### config.mk
export PLATFORM = sky130hd
export DESIGN_NAME = hicore_lsu_ctrl
export DESIGN_NICKNAME = d
export VERILOG_FILES = /design/src/rtl/hicore_lsu_ctrl.sv
export SDC_FILE = /design/constraint.sdc
export NUM_CORES = 1
export LEC_CHECK = 0
export CORE_ASPECT_RATIO = 0.8
export CORE_MARGIN = 2
export CORE_UTILIZATION = 40
export CTS_BUF_LIST = sky130_fd_sc_hd__clkbuf_16
export CTS_CLUSTER_SIZE = 8
export DETAILED_ROUTE_END_ITERATION = 7
export PLACE_DENSITY_LB_ADDON = 0.3
export SYNTH_ARGS = -nofsm -noshare
export SYNTH_HDL_FRONTEND = slang
export SYNTH_SLANG_ARGS = --single-unit
### constraint.sdc
create_clock -name clk -period 1.8 [get_ports clk]
set_clock_uncertainty 0.1 [all_clocks]
set_input_delay 0.18 -clock clk [delete_from_list [all_inputs] [get_ports clk]]
set_output_delay 0.18 -clock clk [all_outputs]
set_load 0.1 [all_outputs]
### src/rtl/hicore_lsu_ctrl.sv
`default_nettype none
// ============================================================================
// Module   : hicore_lsu_ctrl
// Brief    : Load/store unit front end ahead of the DTCM controller. Takes a
//            single load/store request, screens it for alignment, issues a
//            word-aligned ICB command, formats the read response and returns
//            exactly one writeback record per request.
// Revision : 1.0 - initial release
// ============================================================================
module hicore_lsu_ctrl #(
    parameter int AW = 32,
    parameter int DW = 32
) (
    input  logic            clk,
    input  logic            rst_n,
    // request from execute stage
    input  logic            lsu_req_valid,
    output logic            lsu_req_ready,
    input  logic            lsu_req_load,
    input  logic [1:0]      lsu_req_size,
    input  logic            lsu_req_usign,
    input  logic [AW-1:0]   lsu_req_addr,
    input  logic [DW-1:0]   lsu_req_wdata,
    input  logic [4:0]      lsu_req_rd,
    // ICB command channel
    output logic            mem_icb_cmd_valid,
    input  logic            mem_icb_cmd_ready,
    output logic            mem_icb_cmd_read,
    output logic [AW-1:0]   mem_icb_cmd_addr,
    output logic [DW-1:0]   mem_icb_cmd_wdata,
    output logic [DW/8-1:0] mem_icb_cmd_wmask,
    // ICB response channel
    input  logic            mem_icb_rsp_valid,
    output logic            mem_icb_rsp_ready,
    input  logic            mem_icb_rsp_err,
    input  logic [DW-1:0]   mem_icb_rsp_rdata,
    // writeback record
    output logic            lsu_wb_valid,
    input  logic            lsu_wb_ready,
    output logic [DW-1:0]   lsu_wb_rdata,
    output logic [4:0]      lsu_wb_rd,
    output logic            lsu_wb_err,
    output logic            lsu_wb_misalign,
    output logic [AW-1:0]   lsu_wb_badaddr
);

    localparam logic [1:0] c_S_IDLE = 2'd0;
    localparam logic [1:0] c_S_CMD  = 2'd1;
    localparam logic [1:0] c_S_WAIT = 2'd2;
    localparam logic [1:0] c_S_WB   = 2'd3;

    localparam logic [1:0] c_SZ_BYTE = 2'b00;
    localparam logic [1:0] c_SZ_HALF = 2'b01;
    localparam logic [1:0] c_SZ_WORD = 2'b10;

    logic [1:0]      r_state;
    logic [1:0]      w_state_nxt;

    // request fields needed to format the response
    logic            r_load;
    logic [1:0]      r_size;
    logic            r_usign;
    logic [1:0]      r_lane_off;

    // registered ICB command
    logic            r_cmd_read;
    logic [AW-1:0]   r_cmd_addr;
    logic [DW-1:0]   r_cmd_wdata;
    logic [DW/8-1:0] r_cmd_wmask;

    // registered writeback record
    logic [DW-1:0]   r_wb_rdata;
    logic [4:0]      r_wb_rd;
    logic            r_wb_err;
    logic            r_wb_misalign;
    logic [AW-1:0]   r_wb_badaddr;

    logic            w_req_hs;
    logic            w_cmd_hs;
    logic            w_rsp_hs;
    logic            w_wb_hs;
    logic            w_misalign;
    logic [DW-1:0]   w_st_wdata;
    logic [DW/8-1:0] w_st_wmask;
    logic [DW-1:0]   w_lane;
    logic [DW-1:0]   w_ld_data;

    assign lsu_req_ready     = (r_state == c_S_IDLE);
    assign mem_icb_cmd_valid = (r_state == c_S_CMD);
    assign mem_icb_rsp_ready = (r_state == c_S_WAIT);
    assign lsu_wb_valid      = (r_state == c_S_WB);

    assign w_req_hs = lsu_req_valid     & lsu_req_ready;
    assign w_cmd_hs = mem_icb_cmd_valid & mem_icb_cmd_ready;
    assign w_rsp_hs = mem_icb_rsp_valid & mem_icb_rsp_ready;
    assign w_wb_hs  = lsu_wb_valid      & lsu_wb_ready;

    assign mem_icb_cmd_read  = r_cmd_read;
    assign mem_icb_cmd_addr  = r_cmd_addr;
    assign mem_icb_cmd_wdata = r_cmd_wdata;
    assign mem_icb_cmd_wmask = r_cmd_wmask;

    assign lsu_wb_rdata    = r_wb_rdata;
    assign lsu_wb_rd       = r_wb_rd;
    assign lsu_wb_err      = r_wb_err;
    assign lsu_wb_misalign = r_wb_misalign;
    assign lsu_wb_badaddr  = r_wb_badaddr;

    // Alignment screen and store lane formatting from the live request
    always_comb begin
        w_misalign = 1'b0;
        w_st_wdata = lsu_req_wdata;
        w_st_wmask = 4'b1111;
        case (lsu_req_size)
            c_SZ_BYTE: begin
                w_st_wdata = {4{lsu_req_wdata[7:0]}};
                w_st_wmask = 4'b0001 << lsu_req_addr[1:0];
            end
            c_SZ_HALF: begin
                w_misalign = lsu_req_addr[0];
                w_st_wdata = {2{lsu_req_wdata[15:0]}};
                w_st_wmask = 4'b0011 << {lsu_req_addr[1], 1'b0};
            end
            c_SZ_WORD: begin
                w_misalign = (lsu_req_addr[1:0] != 2'b00);
            end
            default: begin
                w_misalign = 1'b1;
            end
        endcase
    end

    // Load response: shift the addressed lane down, then sign/zero extend
    always_comb begin
        w_lane    = mem_icb_rsp_rdata >> {r_lane_off, 3'b000};
        w_ld_data = mem_icb_rsp_rdata;
        case (r_size)
            c_SZ_BYTE: w_ld_data = {{(DW-8){w_lane[7] & ~r_usign}}, w_lane[7:0]};
            c_SZ_HALF: w_ld_data = {{(DW-16){w_lane[15] & ~r_usign}}, w_lane[15:0]};
            default:   w_ld_data = mem_icb_rsp_rdata;
        endcase
    end

    // Next-state decode; a new request is only taken from IDLE
    always_comb begin
        w_state_nxt = r_state;
        case (r_state)
            c_S_IDLE: if (w_req_hs) w_state_nxt = w_misalign ? c_S_WB : c_S_CMD;
            c_S_CMD:  if (w_cmd_hs) w_state_nxt = c_S_WAIT;
            c_S_WAIT: if (w_rsp_hs) w_state_nxt = c_S_WB;
            c_S_WB:   if (w_wb_hs)  w_state_nxt = c_S_IDLE;
            default:  w_state_nxt = c_S_IDLE;
        endcase
    end

    // State register
    always_ff @(posedge clk or negedge rst_n) begin
        if (!rst_n) r_state <= c_S_IDLE;
        else        r_state <= w_state_nxt;
    end

    // Capture request, build command, and assemble the writeback record
    always_ff @(posedge clk or negedge rst_n) begin
        if (!rst_n) begin
            r_load        <= 1'b0;
            r_size        <= 2'b00;
            r_usign       <= 1'b0;
            r_lane_off    <= 2'b00;
            r_cmd_read    <= 1'b0;
            r_cmd_addr    <= '0;
            r_cmd_wdata   <= '0;
            r_cmd_wmask   <= '0;
            r_wb_rdata    <= '0;
            r_wb_rd       <= 5'd0;
            r_wb_err      <= 1'b0;
            r_wb_misalign <= 1'b0;
            r_wb_badaddr  <= '0;
        end else begin
            if (w_req_hs) begin
                r_load        <= lsu_req_load;
                r_size        <= lsu_req_size;
                r_usign       <= lsu_req_usign;
                r_lane_off    <= lsu_req_addr[1:0];
                r_wb_rd       <= lsu_req_load ? lsu_req_rd : 5'd0;
                r_wb_badaddr  <= lsu_req_addr;
                r_wb_rdata    <= '0;
                r_wb_err      <= 1'b0;
                r_wb_misalign <= w_misalign;
                // A misaligned request never reaches the bus, so the command
                // registers keep their previous contents.
                if (!w_misalign) begin
                    r_cmd_read  <= lsu_req_load;
                    r_cmd_addr  <= {lsu_req_addr[AW-1:2], 2'b00};
                    r_cmd_wdata <= lsu_req_load ? '0 : w_st_wdata;
                    r_cmd_wmask <= lsu_req_load ? 4'b1111 : w_st_wmask;
                end
            end
            if (w_rsp_hs) begin
                r_wb_err   <= mem_icb_rsp_err;
                r_wb_rdata <= (r_load && !mem_icb_rsp_err) ? w_ld_data : '0;
            end
        end
    end

endmodule
`default_nettype wire
==> results of run 1 <==
metal layers:
layer | routed length (um) | GRT usage, % | up-vias
met5 | 0 | 0 | -
met4 | 161 | 5.119 | 0
met3 | 1510 | 7.203 | 12
met2 | 9276 | 35.23 | 228
met1 | 8667 | 29.90 | 2750
li1 | - | - | 2570
state kept, by name (all words and copies together) (netlist names):
| signal | flops |
|---|---|
| r_lane_off | 1 |
| lsu_wb_badaddr | 31 |
| mem_icb_cmd_addr | 30 |
| lsu_wb_err | 1 |
| lsu_wb_rd | 5 |
| r_state | 2 |
| r_load | 1 |
| mem_icb_cmd_wmask | 4 |
| lsu_wb_misalign | 1 |
| mem_icb_cmd_wdata | 32 |
| r_size | 2 |
| lsu_wb_rdata | 32 |
| mem_icb_cmd_read | 1 |
| r_usign | 1 |
cells in the mapped netlist, types with 2 or more instances:
cell type | count | area (um^2)
dfrtp_1 | 144 | 3603
o21ai_0 | 91 | 455.4
mux2_2 | 43 | 484.2
mux2i_1 | 37 | 370.4
nand2_1 | 28 | 105.1
mux2_4 | 26 | 390.4
a22oi_1 | 24 | 180.2
clkbuf_1 | 24 | 90.09
o31ai_1 | 24 | 180.2
nor2_1 | 23 | 86.33
nand2b_1 | 16 | 100.1
a21oi_1 | 14 | 70.07
inv_1 | 10 | 37.54
and2_1 | 8 | 50.05
nand3_1 | 8 | 40.04
buf_1 | 6 | 22.52
buf_6 | 6 | 67.56
buf_2 | 5 | 25.02
ha_1 | 5 | 62.56
a21boi_0 | 2 | 15.01
a221oi_1 | 2 | 17.52
buf_4 | 2 | 15.01
nor2b_1 | 2 | 12.51
o22ai_1 | 2 | 12.51
cell usage in the layout (no fill, tap or decap), types with 21 or more instances in the layout:
cell / instances
mux2_2: 43
mux2_4: 26
o21ai_0: 73
nand2_1: 27
nor2_1: 21
o31ai_1: 24
clkdlybuf4s50_1: 110
dfrtp_1: 142
buf_12: 43
buf_4: 136
mux2i_1: 37
worst max-delay path, delay by kind of cell, from the launching register on:
family,cells,cell delay (ns)
buffers and inverters,2,0.30
and+or+nand+nor,2,0.34
muxes,1,0.31
adders and majority gates,1,0.16
DFF,1,0.41
cells by family after synthesis:
| logic type | Yosys count | synth area share, % |
|---|---|---|
| adder cells (fa/ha/maj) | 5 | 0.9448 |
| AO/OA/AOI/OAI | 166 | 14.97 |
| AND/OR/NAND/NOR | 94 | 6.916 |
| other | 1 | 0.05663 |
| multiplexers | 106 | 18.80 |
| buffers and inverters | 53 | 3.893 |
| flip-flops | 144 | 54.42 |
stage by stage:
stage | instances | setup TNS (ns)
global placement | 1033 | -10.50
floorplan | 570 | -7.444
CTS | 1066 | 0
detailed placement | 1033 | -11.84
finish | 1070 | 0
global route | 1070 | -0.02251
what timing repair did:
action | CTS | global route
setup endpoints to repair | 0 | 54
gates resized for setup | 0 | 3
hold buffers | 1 | 0
endpoints found under the hold margin | 144 | 0
buffers inserted | 0 | 4
worst min-delay path by stage:
stage	end	slack, ns	cells after the start
after detailed placement	lsu_wb_badaddr[7]	0.005	1
after CTS	lsu_wb_badaddr[7]	0.12	2
final	mem_icb_cmd_addr[11]	0.12	2
after global placement	lsu_wb_badaddr[11]	-0.008	1
after floorplan	lsu_wb_badaddr[10]	-0.22	0
after global routing	lsu_wb_badaddr[7]	0.14	2
final cells by class:
class | instances | area, um^2 | area share, %
Sequential cell | 144 | 3611 | 34.73
Timing Repair Buffer | 291 | 3004 | 28.89
Multi-Input combinational cell | 373 | 2861 | 27.52
Clock buffer | 17 | 425.4 | 4.091
Tap cell | 220 | 275.3 | 2.647
Clock inverter | 15 | 183.9 | 1.769
Inverter | 10 | 37.54 | 0.3610
==> results.py, run 1 <==
metrics = {
    "run_status": {
        "status": "complete, no violations",
    },
    "critical_path": {
        "rrSetupSlack_ns": 0.06,
        "path_class": "flip-flop to flip-flop",
        "critPathArrivalTime_ns": 1.94,
        "cp_slowest_cell": "dfrtp_1",
        "worstReg2RegEnd": "mem_icb_cmd_addr[10]",
        "worstPathCellList": "inv_2 -> ha_4 -> nand2_4 -> or2_4 -> buf_12 -> mux2_4",
        "r2r_cells": 6,
        "path_max_fanout": 22,
        "startpoint_type": "flip-flop",
        "crit_required_ns": 2.00,
        "setup.worst_path.end_class": "flip-flop",
        "cpPeakStageDelay_ns": 0.41,
        "crit-reg2reg-launch": "r_state[0]",
        "cp-startpoint": "r_state[0]",
        "endpoint": "mem_icb_cmd_addr[10]",
    },
    "clock_tree": {
        "cts_tree": "done",
        "cts_buffers": 17,
        "clock_path_buffers": 2,
        "htree_levels": 4,
        "ctsRootBufferMaster": "clkbuf_16",
        "clock_sinks": 144,
        "clkTransAtPathRegs_ns": 0.06,
        "clock_latency_ns": 0.42,
    },
    "routing": {
        "drtIter0Drc": 307,
        "routedWlPerCell_um": 18.33,
        "drc": 0,
        "first_pass_iters": 5,
        "ant_nets": 0,
        "wirelength_um": 19620,
        "vias_per_cell": 5.196,
        "via_count": 5560,
    },
    "cells_and_area": {
        "area_delta_synth_final_pct": 57.05,
        "nNetsFinal": 954,
        "fillCellCount": 1345,
        "drive_gt1_share_pct": 35.53,
        "final_area_um2": 10400,
        "diodes": 0,
        "final_util_pct": 63.42,
    },
    "floorplanning": {
        "start_util_pct": 40.38,
        "die_y_um": 119.1,
        "die-area_um2": 17600,
        "coreArea_um2": 16400,
        "rows": 42,
        "io_pins": 256,
        "die_x_um": 147.8,
    },
    "sta": {
        "holdWs_ns": 0.1227,
        "finalCriticalPeriod_ns": 1.742,
        "period_share_pct": 96.78,
        "maxSlewViolCount": 0,
        "grt_setup_unrepaired": "yes",
        "fin_ws_ns": 0.05804,
        "slew_headroom_pct": 62.54,
        "setup_violations": 0,
        "hold_viol_final": 0,
        "worst_pin_slew_ns": 0.5612,
        "fmax_mhz": 574.1,
    },
    "run": {
        "cap_violations": 0,
    },
    "synth": {
        "yosysSeqAreaShare_pct": 54.42,
        "synth-edff-count": 0,
        "synthArstFlopShare_pct": 100.0,
        "synth-main-ff-cell": "dfrtp_1",
        "ys_types": 41,
        "syn_area_per_cell_um2": 11.64,
        "netlist_area_um2": 6621,
        "ys_seq_elements": 144,
        "synthCells": 569,
        "yosysWarnings": 0,
    },
    "min_path": {
        "min_path_type": "input port to async pin",
    },
    "grt": {
        "grt_pass1_vias": 5762,
        "grt_max_degree": 59,
        "grt_overflow": 0,
        "grt_pass1_wl_um": 30670,
        "antenna_found_initial": 0,
        "grt_usage_pct": 22.23,
    },
    "placed_design": {
        "port-buffer-count": 253,
        "hpwl_um": 14390,
        "dp_slack_ns": -0.2481,
        "place_congestion": 0.8834,
        "placed_area_um2": 9748,
    },
}
Power of run 1 is left out: the tool's default activity adds up to more than one toggle a clock period on the data nets, which glitch-free logic cannot reach.
==> run 2: changes to the inputs <==
--- a/config.mk
+++ b/config.mk
@@ -12,6 +12,7 @@
 export CTS_CLUSTER_SIZE = 8
 export DETAILED_ROUTE_END_ITERATION = 7
 export PLACE_DENSITY_LB_ADDON = 0.3
+export RECOVER_POWER = 100
 export SYNTH_ARGS = -nofsm -noshare
 export SYNTH_HDL_FRONTEND = slang
 export SYNTH_SLANG_ARGS = --single-unit
==> results.py, run 2 (same netlist as run 1, synthesis figures left out) <==
metrics = {
    "run_status": {
        "status": "complete, no violations",
    },
    "placed_design": {
        "dp.cells": 1033,
        "placed_area_um2": 9748,
        "port-buffer-count": 253,
        "hpwl_um": 14390,
        "place_congestion": 0.8834,
    },
    "sta": {
        "fmax_mhz": 575.3,
        "setup_tns_ns": 0,
        "holdWs_ns": 0.2234,
        "period_share_pct": 96.57,
        "hold_viol_final": 0,
        "grt_setup_unrepaired": "yes",
        "maxSlewViolCount": 0,
        "setup_violations": 0,
        "slew_headroom_pct": 37.32,
        "worst_pin_slew_ns": 0.9402,
        "finalCriticalPeriod_ns": 1.738,
    },
    "cells_and_area": {
        "nNetsFinal": 954,
        "fillCellCount": 1460,
        "regArea_um2": 3611,
        "final_cells": 1070,
        "final_area_um2": 9681,
        "diodes": 0,
        "multiInputGateArea_um2": 2861,
        "area_delta_synth_final_pct": 46.20,
        "most-common-layout-cells": "142 x dfrtp_1, 137 x clkbuf_2, 110 x clkdlybuf4s50_1",
        "drive_gt1_share_pct": 35.53,
        "final_common_cell": "dfrtp_1",
    },
    "clock_tree": {
        "cts_buffers": 17,
        "clock_path_buffers": 2,
        "cts_tree": "done",
        "clkTransAtPathRegs_ns": 0.06,
        "htree_levels": 4,
        "ctsRootBufferMaster": "clkbuf_16",
        "clock_latency_ns": 0.42,
        "clock_sinks": 144,
    },
    "run": {
        "cap_violations": 0,
    },
    "routing": {
        "drtIter0Drc": 325,
        "ant_nets": 0,
        "via_count": 5566,
        "wirelength_um": 19630,
        "first_pass_iters": 5,
        "vias_per_cell": 5.202,
        "drc": 0,
        "routedWlPerCell_um": 18.34,
    },
    "floorplanning": {
        "coreArea_um2": 16400,
        "die_y_um": 119.1,
        "die-area_um2": 17600,
        "die_x_um": 147.8,
        "start_util_pct": 40.38,
        "rows": 42,
        "io_pins": 256,
    },
    "critical_path": {
        "critPathArrivalTime_ns": 1.94,
        "path_class": "flip-flop to flip-flop",
        "setup.worst_path.end_class": "flip-flop",
        "startpoint_type": "flip-flop",
        "path_max_fanout": 39,
        "crit_required_ns": 2.00,
        "r2r_cells": 6,
    },
    "grt": {
        "grt_overflow": 0,
        "grt_pass1_wl_um": 30670,
        "antenna_found_initial": 0,
        "grt_max_degree": 59,
        "grt_usage_pct": 22.23,
        "grt_pass1_vias": 5762,
    },
    "min_path": {
        "holdPathStages": 3,
        "min_path_type": "input port to flip-flop",
    },
}
==> run 2: routing by layer <==
metal | part of all wire, % | up-vias | global-route usage (%)
met5 | 0 | - | 0
met1 | 44 | 2752 | 29.90
met2 | 47 | 234 | 35.23
met3 | 8.1 | 15 | 7.203
li1 | - | 2565 | -
met4 | 0.90 | 0 | 5.119
==> run 2: per-stage QoR <==
step	util [%]	setup WS [ns]
3_3_place_gp	59.46	-0.2255
5_1_grt	59.04	-0.007665
4_1_cts	63.23	0.02195
2_1_floorplan	-	-0.1885
6_report	59.04	0.06177
3_5_place_dp	59.46	-0.2481
==> run 2: final timing paths <==
path / from / endpoint / slack [ns]
worst max register to register: r_state[0] / mem_icb_cmd_addr[29] / 0.06
worst max-delay path: r_state[0] / mem_icb_cmd_addr[29] / 0.06
min in group asynchronous: rst_n / lsu_wb_badaddr[7] / 0.34
max in group asynchronous: rst_n / lsu_wb_badaddr[31] / 0.25
worst min-delay path: lsu_req_rd[1] / lsu_wb_rd[1] / 0.22
worst min register to register: lsu_wb_rd[1] / lsu_wb_rd[1] / 0.38
==> run 2: area by class of cell <==
type,count,area share (%)
flip-flops and latches,144,37.30
multi-input cells,373,29.56
repair buffers,291,23.61
clock buffers,17,4.394
well taps,220,2.843
clock inverters,15,1.900
inverters,10,0.3877
==> run 2: critical path, stage by stage, from the launching register on <==
cell and delay [ns]:
dfrtp_1 0.41, inv_2 0.12, ha_4 0.16, nand2_4 0.07
or2_4 0.27, buf_12 0.18, mux2_4 0.31
==> run 2: what timing repair did <==
item | 4_1_cts | 5_1_grt
resized for setup | 0 | 3
setup buffers | 0 | 4
setup endpoints to repair | 0 | 54
hold buffers | 1 | 0
endpoints found under the hold margin | 144 | 0
Power of run 2 is left out for the same reason.
